**src/rtl/uart_tx_sched.sv**
```systemverilog
// uart_tx_sched
//   Round-robin scheduler that shares one uart_tx byte transmitter between
//   N_REQ requesters. A winning request is latched and launched with a single
//   tx_start pulse. tx_data is then held for the whole frame. When uart_tx
//   reports ok, done is pulsed to the owner and an optional idle guard of GAP
//   cycles follows.
//
//   Optional feature macro: UART_TX_SCHED_TIMEOUT_EN
//     When defined, a frame that sees no tx_ok within TIMEOUT cycles is
//     aborted with an err pulse. When undefined, WAIT lasts until tx_ok or
//     reset, and err is tied low.
//
// Ports
//   clk       in   system clock
//   rst       in   asynchronous, active-high reset
//   req       in   per-requester level request
//   req_data  in   byte of requester i at [8i+7:8i]
//   gnt       out  one-hot pulse, byte latched
//   done      out  one-hot pulse, frame finished
//   err       out  pulse, frame aborted by timeout
//   busy      out  high in every state except IDLE
//   tx_start  out  to uart_tx.start
//   tx_data   out  to uart_tx.data
//   tx_ok     in   from uart_tx.ok
//
// state  | meaning
// S_IDLE | arbitrate pending requests, launch the winner
// S_WAIT | frame in flight, tx_data held, waiting for tx_ok
// S_GAP  | idle-line guard, requests not sampled
module uart_tx_sched #(
    parameter int N_REQ   = 4,
    parameter int GAP     = 1,
    parameter int TIMEOUT = 32
) (
    input  logic               clk,
    input  logic               rst,
    input  logic [N_REQ-1:0]   req,
    input  logic [8*N_REQ-1:0] req_data,
    output logic [N_REQ-1:0]   gnt,
    output logic [N_REQ-1:0]   done,
    output logic               err,
    output logic               busy,
    output logic               tx_start,
    output logic [7:0]         tx_data,
    input  logic               tx_ok
);

    localparam int LW = $clog2(N_REQ);

    typedef enum logic [1:0] {S_IDLE, S_WAIT, S_GAP} state_t;

    state_t          r_state;
    logic [LW-1:0]   r_last;
    logic [3:0]      r_gap_cnt;
`ifdef UART_TX_SCHED_TIMEOUT_EN
    logic [7:0]      r_to_cnt;
`endif

    logic [LW-1:0]   w_cand;
    logic [LW-1:0]   w_win;
    logic            w_found;
    logic [N_REQ-1:0] w_win_oh;
    logic [N_REQ-1:0] w_last_oh;
    logic [7:0]      w_byte;

    // Circular search starting just after the last winner.
    always_comb begin
        w_win   = r_last;
        w_found = 1'b0;
        w_cand  = '0;
        for (int k = 1; k <= N_REQ; k++) begin
            w_cand = LW'((int'(r_last) + k) % N_REQ);
            if (!w_found && req[w_cand]) begin
                w_found = 1'b1;
                w_win   = w_cand;
            end
        end
    end

    assign w_win_oh  = N_REQ'(1) << w_win;
    assign w_last_oh = N_REQ'(1) << r_last;
    assign w_byte    = req_data[8*w_win +: 8];

    always_ff @(posedge clk or posedge rst) begin
        if (rst) begin
            r_state   <= S_IDLE;
            r_last    <= LW'(N_REQ - 1);
            r_gap_cnt <= '0;
`ifdef UART_TX_SCHED_TIMEOUT_EN
            r_to_cnt  <= '0;
`endif
            gnt       <= '0;
            done      <= '0;
            err       <= 1'b0;
            busy      <= 1'b0;
            tx_start  <= 1'b0;
            tx_data   <= 8'h00;
        end else begin
            gnt      <= '0;
            done     <= '0;
            err      <= 1'b0;
            tx_start <= 1'b0;
            case (r_state)
                S_IDLE: begin
                    if (|req) begin
                        tx_data  <= w_byte;
                        tx_start <= 1'b1;
                        gnt      <= w_win_oh;
                        r_last   <= w_win;
                        busy     <= 1'b1;
                        r_state  <= S_WAIT;
`ifdef UART_TX_SCHED_TIMEOUT_EN
                        r_to_cnt <= 8'(TIMEOUT - 1);
`endif
                    end
                end
                S_WAIT: begin
                    // tx_ok takes priority over an expiring timeout.
                    if (tx_ok
`ifdef UART_TX_SCHED_TIMEOUT_EN
                        || r_to_cnt == 8'd0
`endif
                    ) begin
                        if (tx_ok)
                            done <= w_last_oh;
                        else
                            err <= 1'b1;
                        if (GAP > 0) begin
                            r_gap_cnt <= 4'(GAP - 1);
                            r_state   <= S_GAP;
                        end else begin
                            busy    <= 1'b0;
                            r_state <= S_IDLE;
                        end
                    end
`ifdef UART_TX_SCHED_TIMEOUT_EN
                    else begin
                        r_to_cnt <= r_to_cnt - 8'd1;
                    end
`endif
                end
                S_GAP: begin
                    if (r_gap_cnt == 4'd0) begin
                        busy    <= 1'b0;
                        r_state <= S_IDLE;
                    end else begin
                        r_gap_cnt <= r_gap_cnt - 4'd1;
                    end
                end
                default: begin
                    busy    <= 1'b0;
                    r_state <= S_IDLE;
                end
            endcase
        end
    end

endmodule
```
**config.mk**
```make
export PLATFORM = sky130hd
export DESIGN_NAME = uart_tx_sched
export DESIGN_NICKNAME = d
export VERILOG_FILES = /design/src/rtl/uart_tx_sched.sv
export SDC_FILE = /design/constraint.sdc
export NUM_CORES = 1
export LEC_CHECK = 0
export ABC_AREA = 1
export BUFFER_PORTS_ARGS = -buffer_cell sky130_fd_sc_hd__buf_2
export CAP_MARGIN = 15
export CORE_MARGIN = 4
export CORE_UTILIZATION = 38
export DETAILED_ROUTE_END_ITERATION = 10
export HOLD_SLACK_MARGIN = 0.02
export MAX_ROUTING_LAYER = met4
export PLACE_DENSITY = 0.67
export SYNTH_ARGS = -nofsm -noshare
export SYNTH_HDL_FRONTEND = slang
export SYNTH_SLANG_ARGS = --single-unit
```
**constraint.sdc**
```tcl
create_clock -name clk -period 2.1 [get_ports clk]
set_clock_uncertainty 0.05 [all_clocks]
set_input_delay 0.315 -clock clk [delete_from_list [all_inputs] [get_ports clk]]
set_output_delay 0.315 -clock clk [all_outputs]
set_load 0.03 [all_outputs]
```
After elaboration in Yosys (flattened, before gate mapping)
Cells that the tools add are included.
{ "classes": {"addsub": 5, "shifts": 3, "bitwise_logic": 1, "reduce_logical": 14, "n_lt_le_gt_ge": 4, "muxes": 31, "n_eq_ne": 6} }
{ "op_table": {"columns": ["op", "count"], "rows": [
  ["32-bit by 6-bit indexed part select with 8-bit output", 1],
  ["4-bit two-way mux", 6],
  ["2-bit two-way mux", 7],
  ["2-bit by 3-bit < comparator with 1-bit output (second input constant)", 4],
  ["1-bit two-way mux", 11],
  ["3-bit AND reduction", 3],
  ["1-bit binary-select mux with 2-bit select", 4],
  ["2-bit != test (second input constant)", 4],
  ["4-bit one-hot mux with 2 select lines", 1],
  ["1-bit by 2-bit left shift with 4-bit output (first input constant)", 2],
  ["2-bit one-hot mux with 3 select lines", 1],
  ["2-bit by 1-bit adder with 2-bit output (second input constant)", 2],
  ["2-bit adder (second input constant)", 2],
  ["4-bit zero test", 1],
  ["4-bit OR reduction", 1],
  ["4-bit by 1-bit subtractor with 4-bit output (second input constant)", 1],
  ["1-bit logical AND", 3],
  ["1-bit zero test", 3],
  ["1-bit one-hot mux with 3 select lines", 1],
  ["2-bit by 1-bit equality test with 1-bit output (second input constant)", 1],
  ["2-bit equality test (second input constant)", 1],
  ["2-bit zero test", 1],
  ["2-bit AND reduction", 1],
  ["2-bit nonzero test", 1],
  ["1-bit NOT", 1]
]} }
{ "word_totals": {"in_bits": 39, "output_inout_bits": 19, "ff_bits": 26} }

Logic depth before layout (Yosys ltp)
{ "depth": {"word_depth": 16, "depth_mapped": 13, "mapped_depth_nobuf": 13} }

Worst setup path before layout
Ideal clock, no wire load.
{ "synth_path": {"kind": "reg2reg", "from": "register r_last[0]", "to": "register tx_data[0]", "slack_ps": 70, "required_time_ps": 1929, "stages_incl_launch_ff": 14, "t_arrival_ps": 1859, "period_less_slack_ps": 2030, "path_cell_list": "dfstp_2 > inv_2 > ha_1 > inv_1 > nand3_1 > nand2_1 > inv_2 > nand2_2 > nand2_2 > buf_6 > nand3_1 > nand2_1 > nand2_1 > nand3_2"} }
{ "synth_between": {"elab_chain_cells": 14, "word_cells_on_any_way": 26, "classes_between": "4 x add/sub; 1 x shift; 15 x mux; 6 x reduce/logical"} }
{ "synth_lines": {"columns": ["item", "line_no", "rtl"], "rows": [
  ["from (decl)", "53", "logic [LW-1:0] r_last;"],
  ["from (signal assigned)", "87", "r_last <= LW'(N_REQ - 1);"],
  ["from (signal assigned)", "109", "r_last <= w_win;"],
  ["2-bit by 1-bit adder with 2-bit output", "72", "w_cand = LW'((int'(r_last) + k) % N_REQ);"],
  ["1-bit binary-select mux with 2-bit select", "73", "if (!w_found && req[w_cand]) begin"],
  ["1-bit two-way mux (implied by the code)", "73", null],
  ["1-bit two-way mux", "73", null],
  ["1-bit zero test", "73", null],
  ["1-bit logical AND", "73", null],
  ["1-bit two-way mux", "73", null],
  ["1-bit zero test", "73", null],
  ["1-bit logical AND", "73", null],
  ["1-bit two-way mux", "73", null],
  ["1-bit zero test", "73", null],
  ["1-bit logical AND", "73", null],
  ["2-bit two-way mux (*)", "73", null],
  ["32-bit by 6-bit indexed part select with 8-bit output (*)", "82", "assign w_byte = req_data[8*w_win +: 8];"],
  ["to (signal assigned)", "106", "tx_data <= w_byte;"],
  ["to (decl)", "44", "output logic [7:0] tx_data,"]
]} }
Every way passes the cells marked *; elsewhere a longest branch is shown, timed or not. The select of a mux whose other input is x is not followed.
A chain may end at the register's enable or synchronous reset.

Worst setup path after layout
{ "layout_path": {"from": "register r_last[1]", "to": "register tx_data[6]"} }
Same word-level chain as after synthesis.

==> metrics <==
routed via count=1597; PortBufs=56; Initial Utilization=0.3981; post-route cell area=2068 um^2; area growth from synthesis to final layout=28.94%; antenna violations before repair=0; CP Max Fanout=8; Crit. End Element=flip-flop; Core Box Area=4029 um^2; crit path DAT=2.14 ns; clk root buf=clkbuf_8; most frequent cells in the layout=75 x nand2_1, 56 x buf_2, 34 x nand3_1; routed length on met3=211 um; final setup vio count=0; FF+latch count, synth=26; dpl cell area=1973 um^2; Total Nets Final=328; Max VDD drop=0.0009222 V; 1st-pass router iterations=4; status=complete, no violations; std cell rows=23; Leak=0.001186 uW; clk buf depth=2; CTS tree=yes; Critical Path Source Type=flip-flop; DR vias/cell=4.796; critical path type=flip-flop to flip-flop; fmax=505.4 MHz; GP Congestion=0.8095; DRT antenna net count=0; DRT Wirelength=3920 um; commonest non-fill, non-tap cell in the layout=nand2_1; Post-Synthesis Cell Area=1604 um^2; Num CTS Buffers=3; Netlist cell types=24; PnR Total Power=4015 uW; # DRC=0; M1 wire length=1660 um; Die ar.=5325 um^2; Ys Warns=0; routed wl met2=1986 um; WP data required=2.26 ns; DIE WIDTH=72.97 um; first-pass GRT wire length=6699 um; unrepaired setup endpoints after global routing=yes; largest net degree at the start of global routing=27; vias in the first global route=1601; die height=72.97 um; routed wire length per instance=11.77 um; pre-CTS setup slack=0.05149 ns; clock sink count=26; final hold violations=0; initial DRC count=43; synthesized area per cell=7.358 um^2; Final WS setup=0.1216 ns; worst min-delay path class=input port to asynchronous set/reset pin; fin crit period=1.978 ns; CTS Hold Bufs=0; Clock Pin Slew Worst Setup and Hold Paths=0.09 ns; io pins=58; ANT cells=0; Max H-tree Level=1; Final HPWL DP=3123 um; cell count after synthesis=218; GRT Util Overall=0.1625; fin. max-slew vios=0; Max-Cap Viols=0; Clk Latency, worst-skew pair=0.27 ns; Power Dens Cells=1941 nW/um^2; top layer in use=met4; period utilisation layout=0.9421; grt ovf=0; share of cells above drive strength 1=0.3463; Seq/Total Area, Yosys=0.4072; post-synthesis net count=262
==> cell type report <==
| class | count | area [um^2] |
|---|---|---|
| flip-flops and latches | 26 | 653.1 |
| clock buffers | 3 | 41.29 |
| clock inverters | 1 | 30.03 |
| inverters | 19 | 71.32 |
| fillers | 427 | 1961 |
| multi-input cells | 166 | 835.8 |
| repair buffers | 68 | 374.1 |
| well taps | 50 | 62.56 |
==> repair_timing <==
action                     4_1_cts  5_1_grt
setup buffers                    0        0
setup endpoints to repair        0       10
gates resized for setup          0        6
==> critical path, cell delays in order (launching register included) <==
cell and delay [ns]:
dfstp_2 0.54, inv_1 0.07, ha_4 0.29, inv_2 0.05, nand3_1 0.09, nand2_1 0.07
inv_2 0.11, nand3_2 0.08, nand2_1 0.09, nand2_2 0.09, nor2_4 0.24, nand2_1 0.09
nand3_1 0.07
==> state kept, by name (all words and copies together) (netlist names) <==
signal / cells
busy: 1
done: 4
gnt: 4
r_gap_cnt: 4
r_last: 2
r_state: 2
tx_data: 8
tx_start: 1
==> layer usage <==
layer	up-vias	track usage
li1	819	-
met1	722	0.1853
met2	50	0.2946
met3	6	0.01653
met4	0	0.05533
met5	-	-
==> per-stage QoR <==
step | TNS, ns | hold slack (ns) | utilization | cells
floorplan | 0 | 0.3035 | - | 218
global placement | 0 | 0.3386 | 0.4898 | 329
detailed placement | 0 | 0.3349 | 0.4898 | 329
CTS | 0 | 0.04073 | 0.5075 | 333
global route | -0.005482 | 0.06812 | 0.5134 | 333
finish | 0 | 0.03424 | 0.5134 | 333
==> synthesized netlist by cell type (all sizes together) <==
cell type	n	share of area
nand4	4	0.016
conb	1	0.0023
a21oi	2	0.0062
xor2	1	0.0055
ha	5	0.039
nand2	87	0.22
or2	1	0.0039
nand3	39	0.14
o22ai	1	0.0039
dfrtp	24	0.37
nor2	16	0.047
inv	19	0.044
o21ai	5	0.016
clkbuf	1	0.0023
nor3	2	0.0062
nand3b	1	0.0047
buf	6	0.037
and2	1	0.0039
dfstp	2	0.033
==> kinds of logic after synthesis <==
kind of cell | Yosys count | synth area share
buffers and inverters | 26 | 0.08424
AOI/OAI and AO/OA | 8 | 0.02574
other | 1 | 0.002338
xor gates and xnor gates | 1 | 0.005461
adders and majority gates | 5 | 0.03900
and+or+nand+nor | 151 | 0.4360
DFF | 26 | 0.4072
==> report_power, final <==
group	switching [uW]	internal, uW
Combinational	1800	978
Sequential	97.2	725
Clock	157	255
Total	2060	1960
==> worst paths after layout <==
path                              end  depth (start not counted)  slack [ns]        from
max                        tx_data[6]                         12        0.12   r_last[1]
min                              busy                          3        0.03         rst
max reg2reg                tx_data[6]                         12        0.12   r_last[1]
min reg2reg                tx_data[2]                          2        0.45  tx_data[2]
max in group asynchronous   r_last[0]                          3        1.67         rst
min in group clk              done[3]                          3        0.26       tx_ok
Power figures use the tool's default switching activity.
